File: src/rtl/i2s_tx.sv
// I2S transmitter: mono 16-bit samples, with a one-entry holding buffer, sent on both
// LRCK slots. BCLK is divided down from clk; data and LRCK change on BCLK falling edges.
module i2s_tx #(
   parameter int SLEN      = 16,
   parameter int SLOT_BITS = 16,
   parameter int BCLK_HALF = 4
) (
   input  logic            clk,
   input  logic            rst,
   input  logic [SLEN-1:0] sample_in,
   input  logic            valid,
   output logic            ready,
   output logic            i2s_bclk,
   output logic            i2s_lrck,
   output logic            i2s_sdata,
   output logic            underrun
);

   localparam int FRAME = 2 * SLOT_BITS;
   localparam int PW    = $clog2(FRAME);
   localparam int DW    = (BCLK_HALF > 1) ? $clog2(BCLK_HALF) : 1;

   logic [DW-1:0]   div_q, div_d;
   logic            bclk_q, bclk_d;
   logic [PW-1:0]   p_q, p_d;
   logic [SLEN-1:0] hold_q, hold_d;
   logic            hold_full_q, hold_full_d;
   logic [SLEN-1:0] last_q, last_d;
   logic [SLEN-1:0] frame_q, frame_d;
   logic            lrck_q, lrck_d;
   logic            sdata_q, sdata_d;
   logic            underrun_q, underrun_d;

   logic            tick, shift, load, accept;
   logic [PW-1:0]   k;
   logic [SLEN-1:0] frame_sh;

   always_comb begin
      tick        = (div_q == DW'(BCLK_HALF - 1));
      shift       = tick && bclk_q;
      load        = shift && (p_q == PW'(FRAME - 1));
      accept      = valid && !hold_full_q;

      div_d       = tick ? '0 : div_q + 1'b1;
      bclk_d      = tick ? ~bclk_q : bclk_q;
      p_d         = p_q;
      hold_d      = hold_q;
      hold_full_d = hold_full_q;
      last_d      = last_q;
      frame_d     = frame_q;
      lrck_d      = lrck_q;
      sdata_d     = sdata_q;
      underrun_d  = 1'b0;

      if (shift)
         p_d = load ? '0 : p_q + 1'b1;

      // An empty hold at frame start repeats the previous sample; no bypass from sample_in.
      if (load) begin
         if (hold_full_q) begin
            frame_d     = hold_q;
            last_d      = hold_q;
            hold_full_d = 1'b0;
         end else begin
            frame_d    = last_q;
            underrun_d = 1'b1;
         end
      end

      if (accept) begin
         hold_d      = sample_in;
         hold_full_d = 1'b1;
      end

      k        = (p_d >= PW'(SLOT_BITS)) ? p_d - PW'(SLOT_BITS) : p_d;
      frame_sh = frame_d << k;
      if (shift) begin
         sdata_d = (int'(k) < SLEN) ? frame_sh[SLEN-1] : 1'b0;
         // LRCK leads the slot by one bit.
         lrck_d  = (p_d >= PW'(SLOT_BITS - 1)) && (p_d <= PW'(FRAME - 2));
      end
   end

   always_ff @(posedge clk or posedge rst) begin
      if (rst) begin
         div_q       <= '0;
         bclk_q      <= 1'b0;
         p_q         <= PW'(FRAME - 1);
         hold_q      <= '0;
         hold_full_q <= 1'b0;
         last_q      <= '0;
         frame_q     <= '0;
         lrck_q      <= 1'b0;
         sdata_q     <= 1'b0;
         underrun_q  <= 1'b0;
      end else begin
         div_q       <= div_d;
         bclk_q      <= bclk_d;
         p_q         <= p_d;
         hold_q      <= hold_d;
         hold_full_q <= hold_full_d;
         last_q      <= last_d;
         frame_q     <= frame_d;
         lrck_q      <= lrck_d;
         sdata_q     <= sdata_d;
         underrun_q  <= underrun_d;
      end
   end

   assign ready     = !hold_full_q;
   assign i2s_bclk  = bclk_q;
   assign i2s_lrck  = lrck_q;
   assign i2s_sdata = sdata_q;
   assign underrun  = underrun_q;

endmodule

File: config.mk
export PLATFORM = sky130hd
export DESIGN_NAME = i2s_tx
export DESIGN_NICKNAME = d
export VERILOG_FILES = /design/src/rtl/i2s_tx.sv
export SDC_FILE = /design/constraint.sdc
export NUM_CORES = 1
export LEC_CHECK = 0
export ABC_AREA = 1
export BUFFER_PORTS_ARGS = -buffer_cell sky130_fd_sc_hd__buf_4
export CORE_MARGIN = 5
export CORE_UTILIZATION = 41
export CTS_CLUSTER_SIZE = 20
export DETAILED_ROUTE_END_ITERATION = 6
export GPL_ROUTABILITY_DRIVEN = 1
export SLEW_MARGIN = 20
export SYNTH_ARGS = -nofsm -noshare
export SYNTH_HDL_FRONTEND = slang
export SYNTH_SLANG_ARGS = --single-unit
File: constraint.sdc
create_clock -name clk -period 2.08 [get_ports clk]
set_input_delay 0.312 -clock clk [delete_from_list [all_inputs] [get_ports clk]]
set_output_delay 0.312 -clock clk [all_outputs]
set_load 0.005 [all_outputs]
==> results.yml <==
status:
  status: "finished, violations left"
  violations: "setup timing"
routing:
  via_per_inst: 4.525
  drt_pass1_iterations: 4
  wl_um: 5529
  ant_nets: 0
  dr_total_vias: 2154
  routedWlPerCell_um: 11.62
  drc: 0
  drt_iter0_markers: 100
clock_network:
  holdBufCountCts: 0
  clockBufferDepth: 2
  clk_pin_slew_ns: 0.07
  cts_tree: "built"
  cts_inserted_buffers: 9
  htree_levels: 3
  clockRootBuffer: "clkbuf_8"
  cts_setup_buffers: 0
  clk_latency_ns: 0.34
  cts_num_sinks: 60
sta:
  fin_crit_sh_pct: 100.9
  slew_viol_final: 0
  rsz0062_at_grt: "true"
  tightest_slew_ns: 0.3448
  fin_crit_ns: 2.099
  finalHoldViolCount: 0
  clock.fmax_mhz: 476.5
  relSlewSlack_pct: 76.77
  worst_clock_skew_ns: 0.008874
  setup_viol_count_final: 1
  holdWs_ns: 0.02813
  fin_ws_ns: -0.01861
final_layout:
  final_cell_mix: "83 x nand2_1, 55 x dfrtp_1, 50 x buf_4"
  antenna_cells: 0
  seq_area_um2: 1508
  drive_gt1_share_pct: 32.11
  final_common_cell: "nand2_1"
  multiInputGateArea_um2: 1139
  final_net_count: 397
  syn_to_final_growth_pct: 27.70
  fillers: 631
setup_path:
  slowest_stage: "dfstp_2"
  path_cells: "ha_1 > inv_1 > nor3_2 > ha_2 > nand3_4 > buf_12 > nand3_4 > nand2_2 > nor2_2 > nor2_2 > nand3_1 > nand3_1 > nand3_1 > nand2_1"
  critPathMaxFanout: 20
  critPathLaunchType: "flip-flop"
  rr_startpoint: "p_q[1]"
  critPathCaptureType: "flip-flop"
  crit_start: "p_q[1]"
  critPathKind: "flip-flop to flip-flop"
  regToRegEndpoint: "i2s_sdata"
  max_stage_delay_ns: 0.55
  rrSetupSlack_ns: -0.02
  required_ns: 2.31
  path_common_cell: "nand3_1"
  crit_arrival_ns: 2.33
  r2r.worst_path.cells: 14
floorplan:
  dieWidth_um: 93.38
  die_h_um: 93.38
  die_area_um2: 8719
  ioPinCount: 24
  fp-row-count: 30
  core_region_area_um2: 6794
  initial_core_util_pct: 41.95
synthesis:
  netlist_instances: 320
  ys_seq_area_share_pct: 52.90
  yosys_warnings: 0
  synth_area_um2: 2850
  synth_nets: 342
  syn_avg_cell_area_um2: 8.907
  synth_seq_cells: 60
  yosysUniqueCellTypes: 29
worst_hold_path:
  hold_class: "primary input to async pin"
run:
  maxCapViolCount: 0
place:
  dpl.hpwl_um: 3958
  pre_cts_slack_ns: -0.09514
  routabilityCongestion: 0.8457
  port_buffers: 23
global_routing:
  grt_max_degree: 61
  grt_pass1_wl_um: 9756
  overflow: 0
  grt_usage_pct: 14.32
  antenna_found_initial: 0
  grt_pass1_vias: 2159
power:
  ir_drop_uv: 664.3
  power.density_nw_per_um2: 694.0
  p_leak_nw: 1.960
## repair_timing
item,CTS,global route
setup endpoints to repair,1,2
pin swaps,2,3
resized for setup,6,8
## per-stage QoR
step | cell area (um^2) | total power, mW | util, % | std cells | setup TNS (ns)
after floorplan | 2858 | 1.206 | - | 320 | 0
after global placement | 3344 | 1.242 | 49.23 | 460 | -0.05649
after detailed placement | 3344 | 1.244 | 49.23 | 460 | -0.09514
after CTS | 3615 | 2.560 | 53.20 | 476 | -0.03616
after global routing | 3640 | 2.619 | 53.57 | 476 | -0.1519
final | 3640 | 2.526 | 53.57 | 476 | -0.01861
## state kept, by name (all words and copies together), names as in the netlist
| name | flops |
|---|---|
| hold_full_q | 1 |
| frame_q | 16 |
| hold_q | 16 |
| last_q | 16 |
| i2s_lrck | 1 |
| p_q | 5 |
| i2s_bclk | 1 |
| div_q | 2 |
| underrun | 1 |
| i2s_sdata | 1 |
## synth_stat cells
| cell type | n | area share (%) |
|---|---|---|
| nand3_2 | 4 | 1.4 |
| nand2_4 | 3 | 1.2 |
| or2_2 | 1 | 0.22 |
| o21a_1 | 2 | 0.53 |
| buf_6 | 5 | 2.0 |
| buf_2 | 4 | 0.70 |
| o21ai_0 | 10 | 1.8 |
| nand2_2 | 3 | 0.66 |
| nor3_2 | 1 | 0.35 |
| and2_1 | 2 | 0.44 |
| inv_1 | 42 | 5.5 |
| nor2_4 | 2 | 0.79 |
| nand3_1 | 19 | 3.3 |
| mux2_2 | 16 | 6.3 |
| nand4_1 | 2 | 0.44 |
| dfrtp_1 | 55 | 48 |
| nor3_1 | 1 | 0.18 |
| o21ai_1 | 4 | 0.70 |
| inv_2 | 1 | 0.13 |
| clkbuf_1 | 2 | 0.26 |
| a21oi_1 | 16 | 2.8 |
| o21ai_2 | 1 | 0.31 |
| a211oi_1 | 1 | 0.26 |
| dfstp_2 | 5 | 4.6 |
| nor2_2 | 4 | 0.88 |
| nor2_1 | 26 | 3.4 |
| nand2_1 | 84 | 11 |
| clkinv_1 | 1 | 0.13 |
| ha_1 | 3 | 1.3 |
## final cells by class
cell class / count / area share, %
Sequential cell: 60 / 41.42
Multi-Input combinational cell: 205 / 31.28
Timing Repair Buffer: 55 / 12.58
Inverter: 44 / 4.538
Clock buffer: 12 / 4.263
Tap cell: 96 / 3.300
Clock inverter: 4 / 2.613
## cell families (layout without fill, tap and decap cells)
logic type               Yosys count  in the layout  share of synthesized area [%]
multiplexers                      16             16                          6.321
buffers and inverters             55            115                          8.735
AO/OA/AOI/OAI                     34             34                          6.365
flip-flops                        60             60                          52.90
adder cells (fa/ha/maj)            3              3                          1.317
AND/OR/NAND/NOR                  152            152                          24.36
## worst max-delay path: cells and delay by family (launching register included)
family	cells	cell delay [ns]
AND/OR/NAND/NOR	10	0.82
adder cells (fa/ha/maj)	2	0.38
buffers and inverters	2	0.24
flip-flops	1	0.55
## report_power, final
group,total (mW),internal (mW),switching [mW]
Sequential,1.17,1.17,0
Combinational,0.0514,0.0254,0.0261
Clock,1.31,0.860,0.447
Total,2.53,2.05,0.473
## how the worst max path moves through the flow
stage,cells past startpoint,slack (ns),endpoint
global route,14,-0.15,i2s_sdata
detailed placement,14,-0.1,i2s_sdata
floorplan,14,0.02,i2s_sdata
global placement,14,-0.06,i2s_sdata
finish,14,-0.02,i2s_sdata
CTS,14,-0.04,i2s_sdata
## metal layers
layer | up-vias | share of wire (%) | GRT usage, % | routed length, um
li1 | 1117 | - | - | -
met1 | 985 | 50 | 19.27 | 2789
met2 | 38 | 44 | 21.32 | 2427
met3 | 14 | 3.2 | 4.023 | 177
met4 | 0 | 2.4 | 6.593 | 134
met5 | - | 0 | 0 | 0
Note: power is estimated with default switching activity, not from simulation.
